`src/rtl/cpu_types_pkg.sv`:
```
// Shared types for the 5-stage core: datapath words, register indices,
// writeback source select and the data-memory access state.
package cpu_types_pkg;

  typedef logic [31:0] word_t;
  typedef logic [4:0]  regbit_t;

  typedef enum logic [1:0] {
    SEL_ALU = 2'd0,
    SEL_MEM = 2'd1,
    SEL_NPC = 2'd2,
    SEL_LUI = 2'd3
  } regsel_t;

  typedef enum logic [1:0] {
    IDLE   = 2'd0,
    ACCESS = 2'd1,
    DONE   = 2'd2
  } memstate_t;

  // LUI arrives already shifted from the ALU, so it shares the ALU path.
  function automatic word_t wb_select(input regsel_t sel, input word_t alu,
                                      input word_t mem, input word_t npc);
    case (sel)
      SEL_MEM: return mem;
      SEL_NPC: return npc;
      default: return alu;
    endcase
  endfunction

endpackage

```
`src/rtl/dmem_access_fsm.sv`:
```
// Data-cache request sequencer: issues the gated request, stalls until dhit
// and parks load data in hold_q when the front end is not ready to advance.
module dmem_access_fsm
  import cpu_types_pkg::*;
(
  input  logic      CLK,
  input  logic      nRST,
  input  logic      i_ihit,
  input  logic      i_dhit,
  input  logic      i_valid,
  input  logic      i_mem_ren,
  input  logic      i_mem_wen,
  input  logic      i_halt,
  input  word_t     i_dmemload,
  output logic      o_dmem_ren,
  output logic      o_dmem_wen,
  output logic      o_mem_stall,
  output memstate_t o_state,
  output word_t     o_hold
);

  memstate_t r_state;
  memstate_t w_next;
  word_t     r_hold;
  logic      w_capture;
  logic      w_req;
  logic      w_issue;

  assign w_req = (i_mem_ren | i_mem_wen) & i_valid & ~i_halt;

  always_comb begin
    // NOTE: every signal gets a default before the case so no latch is inferred.
    w_next    = r_state;
    w_capture = 1'b0;
    case (r_state)
      IDLE: begin
        if (w_req && !i_dhit) begin
          w_next = ACCESS;
        end else if (w_req && i_dhit && !i_ihit) begin
          w_next    = DONE;
          w_capture = 1'b1;
        end
      end
      ACCESS: begin
        if (i_dhit) begin
          if (i_ihit) begin
            w_next = IDLE;
          end else begin
            w_next    = DONE;
            w_capture = 1'b1;
          end
        end
      end
      DONE: begin
        if (i_ihit) w_next = IDLE;
      end
      default: w_next = IDLE;
    endcase
    if (i_halt) begin
      w_next    = IDLE;
      w_capture = 1'b0;
    end
  end

  always_ff @(posedge CLK or negedge nRST) begin
    // NOTE: state is non-blocking so every register samples pre-edge values.
    if (!nRST) begin
      r_state <= IDLE;
      r_hold  <= '0;
    end else begin
      r_state <= w_next;
      if (w_capture) r_hold <= i_dmemload;
    end
  end

  // Requests are masked in DONE so a completed access is never reissued,
  // and masked by nRST so a reset mid-access drops the request at once.
  assign w_issue     = nRST & i_valid & ~i_halt & (r_state != DONE);
  assign o_dmem_ren  = w_issue & i_mem_ren;
  assign o_dmem_wen  = w_issue & i_mem_wen;
  assign o_mem_stall = nRST & w_req & ~i_dhit & (r_state != DONE);
  assign o_state     = r_state;
  assign o_hold      = r_hold;

endmodule

```
`src/rtl/mem_wb_stage.sv`:
```
// MEM/WB stage: data-cache sequencing plus the writeback register, sticky
// halt and retired-instruction counter.
module mem_wb_stage
  import cpu_types_pkg::*;
#(
  parameter int CNT_W = 32
) (
  input  logic             CLK,
  input  logic             nRST,
  input  logic             ihit,
  input  logic             dhit,
  input  logic             flush,
  input  logic             valid_in,
  input  logic             memREN_in,
  input  logic             memWEN_in,
  input  logic             halt_in,
  input  word_t            nPC_in,
  input  logic             regWr_in,
  input  regsel_t          regSel_in,
  input  regbit_t          regDst_in,
  input  word_t            ALUOut_in,
  input  word_t            dmemload_in,
  output logic             dmemREN,
  output logic             dmemWEN,
  output logic             mem_stall,
  output logic             wb_en,
  output regbit_t          wb_dst,
  output word_t            wb_data,
  output logic             halt,
  output logic [CNT_W-1:0] retired
);

  memstate_t        w_state;
  word_t            w_hold;
  word_t            w_mem_data;
  word_t            w_wb_data;
  logic             w_advance;
  logic             r_wb_en;
  regbit_t          r_wb_dst;
  word_t            r_wb_data;
  logic             r_halt;
  logic [CNT_W-1:0] r_retired;

  dmem_access_fsm u_fsm (
    .CLK         (CLK),
    .nRST        (nRST),
    .i_ihit      (ihit),
    .i_dhit      (dhit),
    .i_valid     (valid_in),
    .i_mem_ren   (memREN_in),
    .i_mem_wen   (memWEN_in),
    .i_halt      (r_halt),
    .i_dmemload  (dmemload_in),
    .o_dmem_ren  (dmemREN),
    .o_dmem_wen  (dmemWEN),
    .o_mem_stall (mem_stall),
    .o_state     (w_state),
    .o_hold      (w_hold)
  );

  assign w_advance  = ihit & ~mem_stall & ~r_halt;
  assign w_mem_data = (w_state == DONE) ? w_hold : dmemload_in;
  assign w_wb_data  = wb_select(regSel_in, ALUOut_in, w_mem_data, nPC_in);

  always_ff @(posedge CLK or negedge nRST) begin
    if (!nRST) begin
      r_wb_en   <= 1'b0;
      r_wb_dst  <= '0;
      r_wb_data <= '0;
      r_halt    <= 1'b0;
      r_retired <= '0;
    end else if (r_halt) begin
      r_wb_en <= 1'b0;
    end else if (w_advance) begin
      if (flush) begin
        r_wb_en   <= 1'b0;
        r_wb_dst  <= '0;
        r_wb_data <= '0;
      end else begin
        // $0 is hardwired: never raise the write enable for it.
        r_wb_en   <= regWr_in & valid_in & (regDst_in != '0);
        r_wb_dst  <= regDst_in;
        r_wb_data <= w_wb_data;
        r_retired <= r_retired + CNT_W'(valid_in);
        r_halt    <= halt_in & valid_in;
      end
    end
  end

  assign wb_en   = r_wb_en;
  assign wb_dst  = r_wb_dst;
  assign wb_data = r_wb_data;
  assign halt    = r_halt;
  assign retired = r_retired;

endmodule

```
`config.mk`:
```
export PLATFORM = sky130hd
export DESIGN_NAME = mem_wb_stage
export DESIGN_NICKNAME = d
export VERILOG_FILES = /design/src/rtl/cpu_types_pkg.sv /design/src/rtl/dmem_access_fsm.sv /design/src/rtl/mem_wb_stage.sv
export SDC_FILE = /design/constraint.sdc
export NUM_CORES = 1
export LEC_CHECK = 0
export ABC_AREA = 1
export BUFFER_PORTS_ARGS = -buffer_cell sky130_fd_sc_hd__buf_2
export CAP_MARGIN = 0
export CORE_MARGIN = 1.5
export CORE_UTILIZATION = 25
export CTS_CLUSTER_SIZE = 20
export DETAILED_ROUTE_END_ITERATION = 6
export PLACE_DENSITY = 0.52
export SKIP_CTS_REPAIR_TIMING = 1
export SLEW_MARGIN = 20
export SYNTH_ARGS = -nofsm -noshare
export SYNTH_HDL_FRONTEND = slang
export SYNTH_SLANG_ARGS = --single-unit
```
`constraint.sdc`:
```
create_clock -name CLK -period 1.85 [get_ports CLK]
set_clock_uncertainty 0.2 [all_clocks]
set_input_delay 0.37 -clock CLK [delete_from_list [all_inputs] [get_ports CLK]]
set_output_delay 0.37 -clock CLK [all_outputs]
set_load 0.03 [all_outputs]
```
# [Word level (Yosys, flattened, before mapping)]
# Index checks and enable logic that the tools add are counted.
[op_classes] n_eq_ne=8 add_sub_neg=1 muxes=23 reduce_logical=11 bitwise_logic=20
[ops] operator="2-to-1 mux 32 bit" count=2
[ops] operator="one-hot mux 32 bit (2 select lines)" count=1
[ops] operator="adder 32 x 1 -> 32 bit" count=1
[ops] operator="AND 1 bit" count=15
[ops] operator="2-to-1 mux 2 bit" count=6
[ops] operator="2-to-1 mux 1 bit" count=11
[ops] operator="inequality test 3 bit (second input constant)" count=2
[ops] operator="one-hot mux 2 bit (3 select lines)" count=1
[ops] operator="AND reduction 3 bit" count=2
[ops] operator="2-to-1 mux 5 bit" count=1
[ops] operator="nonzero test 5 bit" count=1
[ops] operator="equality test 2 x 1 -> 1 bit (second input constant)" count=2
[ops] operator="equality test 2 bit (second input constant)" count=2
[ops] operator="inequality test 4 x 2 -> 1 bit (second input constant)" count=1
[ops] operator="NOT 1 bit" count=4
[ops] operator="logical AND 1 bit" count=3
[ops] operator="zero test 1 bit" count=2
[ops] operator="zero test 2 bit" count=1
[ops] operator="inequality test 2 bit (second input constant)" count=1
[ops] operator="one-hot mux 1 bit (2 select lines)" count=1
[ops] operator="AND reduction 2 bit" count=1
[ops] operator="nonzero test 2 bit" count=1
[ops] operator="bitwise OR 1 bit" count=1
[word_totals] wordCells=70 output_inout_bits=74 reg_bits=105

# [Longest topological paths before layout]
# Gate-level depths: netlist of the first run.
[logic_depth] ltp_word=11 depth_mapped=11 mapped_depth_nobuf=11

# [Cells and area by module]
# A second synthesis of the first run with hierarchy kept.
[unflattened] cells_unflattened=740 area_unflattened_um2=5836.8
[by_module_without_submodules] mod="mem_wb_stage" area_each_um2=4372.9 seq_area_each_um2=1776.7 n_inst=1 cells_each=573
[by_module_without_submodules] mod="dmem_access_fsm" area_each_um2=1463.9 seq_area_each_um2=850.8 n_inst=1 cells_each=167

# [Least setup slack after synthesis of the first run]
# No wires, ideal clock.
[synth_timing] path_kind="reg2reg" startpoint="register r_retired[0] (netlist: retired[0])" endpoint="register r_retired[30] (netlist: retired[30])" setup_slack_ns=-0.244 synth_period_minus_slack_ns=2.094 n_path_buf=0 path_stages_with_launch=12 required_time_ns=1.533 setup_ns=0.117 arrival_ns=1.777 path_cell_list="dfrtp_1 > ha_1 > ha_1 > inv_1 > nor2_4 > nand2_1 > nor2_1 > nand2_1 > nand2_1 > nand2_1 > nand2_1 > nand2_1"
[synth_via] elab_chain_cells=1
[synth_rtl] item="start, declared" line_no="mem_wb_stage.sv:42" rtl="logic [CNT_W-1:0] r_retired;"
[synth_rtl] item="start signal, assigned" line_no="mem_wb_stage.sv:84" rtl="r_retired <= r_retired + CNT_W'(valid_in);"
[synth_rtl] item="adder 32 x 1 -> 32 bit" line_no="mem_wb_stage.sv:84"
# No other way between the ends.
# A chain may end at the register's enable or synchronous reset.

# [Worst setup path after layout of the first run]
[layout_timing] startpoint="register u_fsm.r_state[1] (netlist: u_fsm.o_state[1])" endpoint="output port mem_stall"
[layout_via] elab_chain_cells=2
[layout_rtl] item="start, declared" line_no="dmem_access_fsm.sv:22" rtl="memstate_t r_state;"
[layout_rtl] item="start signal, assigned" line_no="dmem_access_fsm.sv:71" rtl="r_state <= w_next;"
[layout_rtl] item="inequality test 2 bit" line_no="dmem_access_fsm.sv:81" rtl="assign o_mem_stall = nRST & w_req & ~i_dhit & (r_state != DONE);"
[layout_rtl] item="AND 1 bit" line_no="dmem_access_fsm.sv:81"
[layout_rtl] item="end, declared" line_no="mem_wb_stage.sv:25" rtl="output logic mem_stall,"
# No other way between the ends.

==> impl_metrics.ini, run 1 <==
[global_route]
grt_start_max_net_pins = 106
grt_util_all_layers_pct = 15.9
grt_pass1_wl_microns = 30900
antenna_found_initial = 2
grt_pass1_vias = 5826
grt_overflow = 0

[critical_path]
worst_path_largest_cell_delay_ps = 420
reg2reg_to = retired[2]
crit_type = reg2out
crit_arrival_ps = 1400
slowest_stage = dfrtp_1
crit_required_ps = 1280
endpoint_kind = output port
crit_path_start_kind = flop
worst-path-buf-inv = 4
worst-r2r-setup-slack_ps = -80
rr_worst_depth = 11
worstReg2RegStart = u_fsm.o_state[1]
cp_max_fo = 4
path_cells = inv_2, nor2_4, nor2_4, buf_6, nand3_4, inv_2, buf_6
path_delay_family = flip-flops

[logic_synthesis]
ys_top_cells_by_count = nand2_1 (366), dfrtp_1 (105), inv_1 (103)
synth_nets = 1006
avgSynthCellArea_sq_um = 6.77
synthArstFlopShare_pct = 100
synth.top_cells.by_area = dfrtp_1 (44%), nand2_1 (23%), o21ai_0 (8.0%), inv_1 (6.4%), nand3_1 (4.2%)
yosysMostFrequentCell = nand2_1
yosys.area_share.xor_xnor_pct = 2.04
ys.flop_type = dfrtp_1
netlist_area_sq_um = 6020
yosys.area.top_type = dfrtp_1
seq_area_frac_synth_pct = 43.7
yosys-mux-area-fraction_pct = 0
synth_edf_count = 0
synth_fa_ha_area_share_pct = 0.832
synth_cells = 889
synth.distinct_cells = 25
ys_warn_count = 0
synth_top_family_by_area = simple AND/OR/NAND/NOR gates
synth_compound_area_share_pct = 11.7
synth-simple-area-share_pct = 32.1
netlist.area_leader.share_pct = 43.7
synth.ff_latch_count = 105

[pwr]
peakVddDrop_uv = 281
p_leak_nw = 4.29
pwr-share-comb_pct = 10.2
pwr-share-clk_pct = 42.2
power.total_mw = 4.81
p_int_mw = 3.47
p_switching_mw = 1.34
power.density_nw_per_um2 = 578
swShare_pct = 27.9
power_frac_seq_pct = 47.6

[timing]
hold_viol_final = 105
post-route-min-period_ps = 1970
timing.hold.ws_ps = -81.0
finalMaxSlewViolations = 0
fmax_mhz = 507
relSlewSlack_pct = 60.7
rsz0062_at_grt = true
period_share_pct = 107
fin_setup_tns_ps = -1460
worst_slew_pin_slew_ps = 590
setup_viol = 44
worst_slack_ps = -124

[final_layout]
instances_no_fill = 1425
nFillCells = 2605
drive_gt1_share_pct = 27.1
final_nets = 1217
area_growth_pct = 38.3
postLayoutCoreUtil_pct = 35.4

[floorplanning]
die-height_microns = 158
core-area_sq_um = 23500
start_util_pct = 25.6
die_w_microns = 158
rows = 56
ios = 187
dieArea_sq_um = 25000

[min_path]
hold_class = in2async

[placement]
port-buffer-count = 186
place.gp.congestion = 0.795
place_inst = 1393
place_ws_ps = -85.1
dp_hpwl_microns = 14000

[detailed_routing]
avgRoutedWirePerCell_microns = 14.2
drt_iter0_drc = 293
routed_wl_microns = 20300
firstDrtPassIters = 4
wl_met1_microns = 9780
wl_met2_microns = 9280
ant_nets = 0
drc = 0
vias = 6180
top_layer = met4
routed_via_density = 4.34
wl_met3_microns = 1020

[clock_network]
root_buffer = clkbuf_16
cts_buffers = 9
path_clk_slew_ps = 80
cts_tree = yes
htree_levels = 3
insertion_delay_ps = 350
cts_buffer_depth = 2
clkSinkCount = 105

[status]
violations = hold timing, setup timing
status = finished, violations left

[run]
maxCapViolCount = 0
-- layer usage --
metal | track usage (%) | vias up
li1 | - | 3190
met1 | 21.6 | 2835
met2 | 25.8 | 141
met3 | 2.98 | 14
met4 | 3.92 | 0
met5 | 0 | -
-- power by group through the flow --
stage	Combinational [mW]	Clock, mW	Sequential [mW]
finish	0.490	2.03	2.29
global route	0.558	2.17	2.29
CTS	0.482	2.10	2.29
detailed placement	0.480	0	2.34
global placement	0.481	0	2.34
floorplan	0.202	0	2.34
-- per-stage QoR --
stage | hold slack [ps] | area [sq um]
after global placement | 264 | 7630
after floorplan | -126 | 6040
final | -81.0 | 8320
after detailed placement | 261 | 7630
after CTS | -68.6 | 7930
after global routing | -30.7 | 8320
-- worst max-delay path by stage --
stage	startpoint	endpoint	slack [ps]	cells past startpoint
after floorplan	retired[0]	retired[30]	20	11
final	u_fsm.o_state[1]	mem_stall	-120	7
after global placement	valid_in	retired[30]	-70	12
after CTS	u_fsm.o_state[1]	dmemREN	-290	6
after detailed placement	regSel_in[0]	wb_data[26]	-90	7
after global routing	u_fsm.o_state[1]	mem_stall	-200	7
-- registers in the layout, summed over array words and instances (netlist names) --
signal	flops
halt	1
wb_data	32
retired	32
u_fsm.o_hold	32
wb_en	1
u_fsm.o_state	2
wb_dst	5
-- cell type report --
type	count	area (sq um)	share of cell area, %
tap	319	399	4.80
clock inverter	7	82.6	0.992
sequential	105	2630	31.6
inverter	106	400	4.81
timing repair buffer	239	1610	19.4
clock buffer	9	225	2.71
multi-input combinational	639	2970	35.7
antenna	1	2.50	0.0301
-- cell families after synthesis --
| family | Yosys count |
|---|---|
| XOR/XNOR | 14 |
| AND/OR/NAND/NOR | 481 |
| adder cells (fa/ha/maj) | 4 |
| buffers and inverters | 145 |
| AO/OA/AOI/OAI | 140 |
| flip-flops | 105 |
-- cells in the final DEF (no fill, tap or decap), types with 7 or more instances in the layout --
master / instances
buf_2: 182
o21ai_1: 12
o21ai_0: 74
inv_1: 102
nor2_1: 49
buf_12: 12
a21oi_1: 32
dfrtp_1: 102
nor2_4: 7
buf_4: 29
nand2_1: 365
o21ai_2: 19
clkbuf_16: 13
buf_6: 10
nand3_1: 49
xor2_1: 10
Note: power is estimated with default switching activity, not from simulation.
==> inputs of run 2 (changes only) <==
- PLACE_DENSITY: 0.52 -> 0.53
- SKIP_LAST_GASP: default -> 1
- SYNTH_HIERARCHICAL: default -> 1
==> run 2 against run 1 <==
Compared with the run above: the flow finishes with violations (setup timing); register-to-register slack better by 60 ps; final cell count is 11% lower; clock power about the same; sequential share of layout area increased by 0.89 points; cell area is 2.8% lower; global-route usage grew 0.38 points; fmax up 2.2%; combinational power shrank 4.3%; utilization rose by 0.15 points; synthesized cell count shrank 17%; die area shrank 3.0%; critical path type unchanged; critical endpoint is now halt; via count is 5.2% lower.
==> impl_metrics.ini, run 2 <==
[clock_network]
cts_buffer_depth = 2
path_clk_slew_ps = 80
cts_tree = yes
root_buffer = clkbuf_16
insertion_delay_ps = 360
htree_levels = 3
cts_buffers = 9
clkSinkCount = 105

[pwr]
peakVddDrop_uv = 369
p_int_mw = 3.58
p_switching_mw = 1.25
power.density_nw_per_um2 = 597
pwr-share-clk_pct = 41.9
power_frac_seq_pct = 48.3
pwr-share-comb_pct = 9.7
p_leak_nw = 4.24
swShare_pct = 25.8

[logic_synthesis]
ys_top_cells_by_count = nand2_1 (189), dfrtp_1 (105), o21ai_0 (91)
synth_nets = 858
ys_warn_count = 6
netlist.area_leader.share_pct = 45.0
synth.ff_latch_count = 105
netlist_area_sq_um = 5840
synth_cells = 740
synth.top_cells.by_area = dfrtp_1 (45%), nand2_1 (12%), o21ai_0 (7.8%), a21oi_1 (5.5%), nand3_1 (4.6%)
synth_edf_count = 0
ys.flop_type = dfrtp_1
seq_area_frac_synth_pct = 45.0
yosys.area.top_type = dfrtp_1
synth.distinct_cells = 31
avgSynthCellArea_sq_um = 7.89
yosysMostFrequentCell = nand2_1
synthArstFlopShare_pct = 100

[timing]
worst_slew_pin_slew_ps = 602
timing.hold.ws_ps = 13.7
post-route-min-period_ps = 1930
period_share_pct = 104
worst_slack_ps = -81.2
setup_viol = 14
fmax_mhz = 518
finalMaxSlewViolations = 0
relSlewSlack_pct = 59.8
rsz0062_at_grt = true
hold_viol_final = 0

[critical_path]
crit_type = reg2out
crit_required_ps = 1280
crit_arrival_ps = 1360
rr_worst_depth = 13
endpoint_kind = output port
crit_path_start_kind = flop
cp_max_fo = 22

[floorplanning]
die-height_microns = 156
ios = 187
start_util_pct = 25.6
dieArea_sq_um = 24300
die_w_microns = 156
core-area_sq_um = 22800
rows = 55

[final_layout]
nFillCells = 2432
final_cell_mix = nand2_1 (181), buf_2 (181), dfrtp_1 (104)
area_growth_pct = 38.6
drive_gt1_share_pct = 32.9
final_nets = 1069

[placement]
place_ws_ps = -175
port-buffer-count = 186
dp_hpwl_microns = 14200
place.gp.congestion = 0.793

[detailed_routing]
vias = 5860
drt_iter0_drc = 383
firstDrtPassIters = 5
avgRoutedWirePerCell_microns = 16.0
drc = 0
routed_wl_microns = 20300
ant_nets = 0
routed_via_density = 4.61

[global_route]
grt_start_max_net_pins = 106
antenna_found_initial = 5
grt_overflow = 0
grt_pass1_wl_microns = 30800
grt_util_all_layers_pct = 16.3
grt_pass1_vias = 5571

[status]
status = finished, violations left
violations = setup timing

[min_path]
hold_class = in2async

[run]
maxCapViolCount = 0
## run 2: cell types whose count changed after synthesis, moves of 6 or more
cell | previous run | this run
nand4_1 | 2 | 11
xnor2_1 | 3 | 9
buf_4 | 3 | 9
a21oi_1 | 32 | 64
o21ai_1 | 10 | 16
nand2_1 | 366 | 189
o211ai_1 | 0 | 32
inv_1 | 103 | 47
buf_2 | 16 | 4
nor2_1 | 55 | 27
clkbuf_1 | 14 | 23
## run 2: per-stage QoR
stage | power, mW | util [%] | setup TNS [ps] | instances | area [sq um]
3_5_place_dp | 2.85 | 32.5 | -5270 | 1240 | 7410
3_3_place_gp | 2.85 | 32.5 | -3050 | 1240 | 7410
6_report | 4.83 | 35.5 | -294 | 1272 | 8090
2_1_floorplan | 2.56 | - | -12770 | 740 | 5880
5_1_grt | 5.05 | 35.5 | -4940 | 1269 | 8080
4_1_cts | 4.91 | 33.8 | -1210 | 1256 | 7710
## run 2: worst max-delay path, stage by stage, from the launching register on
cell,delay (ps)
dfrtp_2,420
buf_8,190
buf_12,180
clkbuf_4,200
## run 2: power by group through the flow
stage,combinational (mW),sequential [mW],clock (mW)
floorplan,0.182,2.37,0
global placement,0.476,2.38,0
detailed placement,0.472,2.38,0
CTS,0.474,2.33,2.11
global route,0.532,2.33,2.18
finish,0.469,2.33,2.02
## run 2: area by class of cell
| class | instances | area [sq um] | share of cell area (%) |
|---|---|---|---|
| Sequential cell | 105 | 2630 | 32.5 |
| Antenna cell | 3 | 7.51 | 0.0928 |
| Timing Repair Buffer | 245 | 1630 | 20.2 |
| Multi-Input combinational cell | 538 | 2910 | 36.0 |
| Tap cell | 313 | 392 | 4.84 |
| Clock buffer | 10 | 229 | 2.83 |
| Inverter | 52 | 208 | 2.57 |
| Clock inverter | 6 | 75.1 | 0.928 |
## run 2: metal layers
metal  up-vias  GRT usage [%]  part of all wire, %
li1       2908              -                    -
met1      2755           21.2                   46
met2       168           26.9                   46
met3        21           4.28                  6.4
met4         8           3.72                 0.87
met5         -              0                 0.28
## run 2: kinds of logic after synthesis
group | synth area share (%)
buffers and inverters | 7.57
XOR/XNOR | 2.55
AO/OA/AOI/OAI | 18.8
flip-flops | 45.0
AND/OR/NAND/NOR | 25.0
adder cells (fa/ha/maj) | 1.07
## run 2: worst paths after layout
path / slack [ps] / to / startpoint
min in group CLK: 30 / wb_dst[0] / regDst_in[0]
worst min register to register: 270 / u_fsm/o_hold[5] / u_fsm/o_hold[5]
worst max register to register: -20 / retired[18] / u_fsm/o_state[0]
worst max-delay path: -80 / halt / halt
max in group asynchronous: 960 / u_fsm/o_hold[5] / nRST
worst min-delay path: 10 / u_fsm/o_state[1] / nRST
==> inputs of run 3 (changes only) <==
- PLACE_DENSITY: 0.53 -> 0.52
- SYNTH_HIERARCHICAL: 1 -> default
==> run 3 against run 2 <==
Compared with the run above: cell area up 2.2%; clock power is essentially flat; die area rose by 3.0%; global-route usage is 0.38 points lower; sequential cell count unchanged; sequential share of layout area shrank 0.65 points; non-clock buffer count fell by 6; the flow finishes with violations (hold timing, setup timing); sequential power down 2%; clock-buffer cell count fell by 1; first-iteration DRC count down 22%.
==> impl_metrics.ini, run 3 (synthesis gave the netlist of run 1 again) <==
[clock_network]
insertion_delay_ps = 350
htree_levels = 3
root_buffer = clkbuf_16
cts_buffer_depth = 2
cts_buffers = 9
clkSinkCount = 105
cts_tree = yes
path_clk_slew_ps = 80

[timing]
relSlewSlack_pct = 60.4
post-route-min-period_ps = 1970
hold_viol_final = 105
rsz0062_at_grt = true
period_share_pct = 107
timing.hold.ws_ps = -81.9
finalMaxSlewViolations = 0
fmax_mhz = 507
setup_viol = 52
worst_slack_ps = -124
worst_slew_pin_slew_ps = 594

[placement]
place_ws_ps = -85.1
port-buffer-count = 186
dp_hpwl_microns = 14000
place.gp.congestion = 0.795
placed_cell_area_sq_um = 7630

[critical_path]
reg2reg_to = retired[2]
endpoint_kind = output port
crit_arrival_ps = 1400
worst-r2r-setup-slack_ps = -80
cp_max_fo = 4
rr_worst_depth = 11
crit_path_start_kind = flop
worstReg2RegStart = u_fsm.o_state[1]
crit_required_ps = 1280
crit_type = reg2out

[floorplanning]
die_w_microns = 158
core-area_sq_um = 23500
rows = 56
ios = 187
die-height_microns = 158
start_util_pct = 25.6
dieArea_sq_um = 25000

[detailed_routing]
avgRoutedWirePerCell_microns = 14.2
routed_wl_microns = 20300
firstDrtPassIters = 4
ant_nets = 0
drc = 0
routed_via_density = 4.34
vias = 6183
drt_iter0_drc = 297

[final_layout]
final_cell_area_sq_um = 8260
final_cell_mix = nand2_1 (365), buf_2 (182), inv_1 (102), dfrtp_1 (102), o21ai_0 (85)
area_growth_pct = 37.3
postLayoutCoreUtil_pct = 35.1
layout_commonest_cell = nand2_1
final_nets = 1217
drive_gt1_share_pct = 25.8

[min_path]
hold_class = in2async

[global_route]
grt_pass1_vias = 5826
antenna_found_initial = 2
grt_pass1_wl_microns = 30900
busiest_layer = met2
use_met3_pct = 2.98
grtUsageMet1_pct = 21.6
gr-usage-met2_pct = 25.8
grt_util_all_layers_pct = 15.9
grt_overflow = 0
grt_start_max_net_pins = 106

[pwr]
peakVddDrop_uv = 296
p_leak_nw = 4.27
power.density_nw_per_um2 = 581

[status]
violations = hold timing, setup timing
status = finished, violations left

[run]
maxCapViolCount = 0
## run 3: cell count changes in the layout (fill, tap and decap cells not counted), moves of 7 or more
cell	before	now
nand4_1	11	2
nand2_1	181	365
inv_1	45	102
a21oi_1	64	32
o211ai_1	32	0
nor2_1	23	49
nand2_2	11	0
buf_4	36	29
## run 3: area by class of cell
cell class,count,area (sq um)
inverter,106,400
multi-input combinational,639,2910
tap,319,399
timing repair buffer,239,1610
clock inverter,7,82.6
clock buffer,9,225
fill,2603,15300
sequential,105,2630
antenna,1,2.50
## run 3: critical path, cell delays in order (launching register included)
cell and delay (ps):
dfrtp_1 420, inv_2 90, nor2_4 40, nor2_4 110, buf_6 120, nand3_4 80
inv_2 60, buf_6 120
## run 3: worst max-delay path by stage
stage,startpoint,endpoint,slack [ps]
detailed placement,regSel_in[0],wb_data[26],-90
floorplan,retired[0],retired[30],20
CTS,u_fsm.o_state[1],dmemREN,-290
global placement,valid_in,retired[30],-70
finish,u_fsm.o_state[1],mem_stall,-120
global route,u_fsm.o_state[1],mem_stall,-200
## run 3: power by group
part / internal [mW] / total [mW] / switching, mW
sequential: 2.29 / 2.29 / 0
clock: 0.974 / 2.03 / 1.05
combinational: 0.201 / 0.482 / 0.281
total: 3.47 / 4.80 / 1.33
## run 3: stage by stage
stage	hold WS, ps	instances	TNS [ps]	total power, mW
final	-81.9	1425	-1640	4.80
after global routing	-30.7	1424	-7060	5.02
after CTS	-68.6	1409	-850	4.87
after detailed placement	261	1393	-426	2.82
after global placement	264	1393	-180	2.82
after floorplan	-126	889	0	2.54
## run 3: layer usage
metal	share of wire, %	wire length (microns)	up-vias
li1	-	-	3191
met2	46	9310	146
met1	48	9650	2832
met5	0	0	-
met3	5.4	1100	14
met4	0.96	195	0
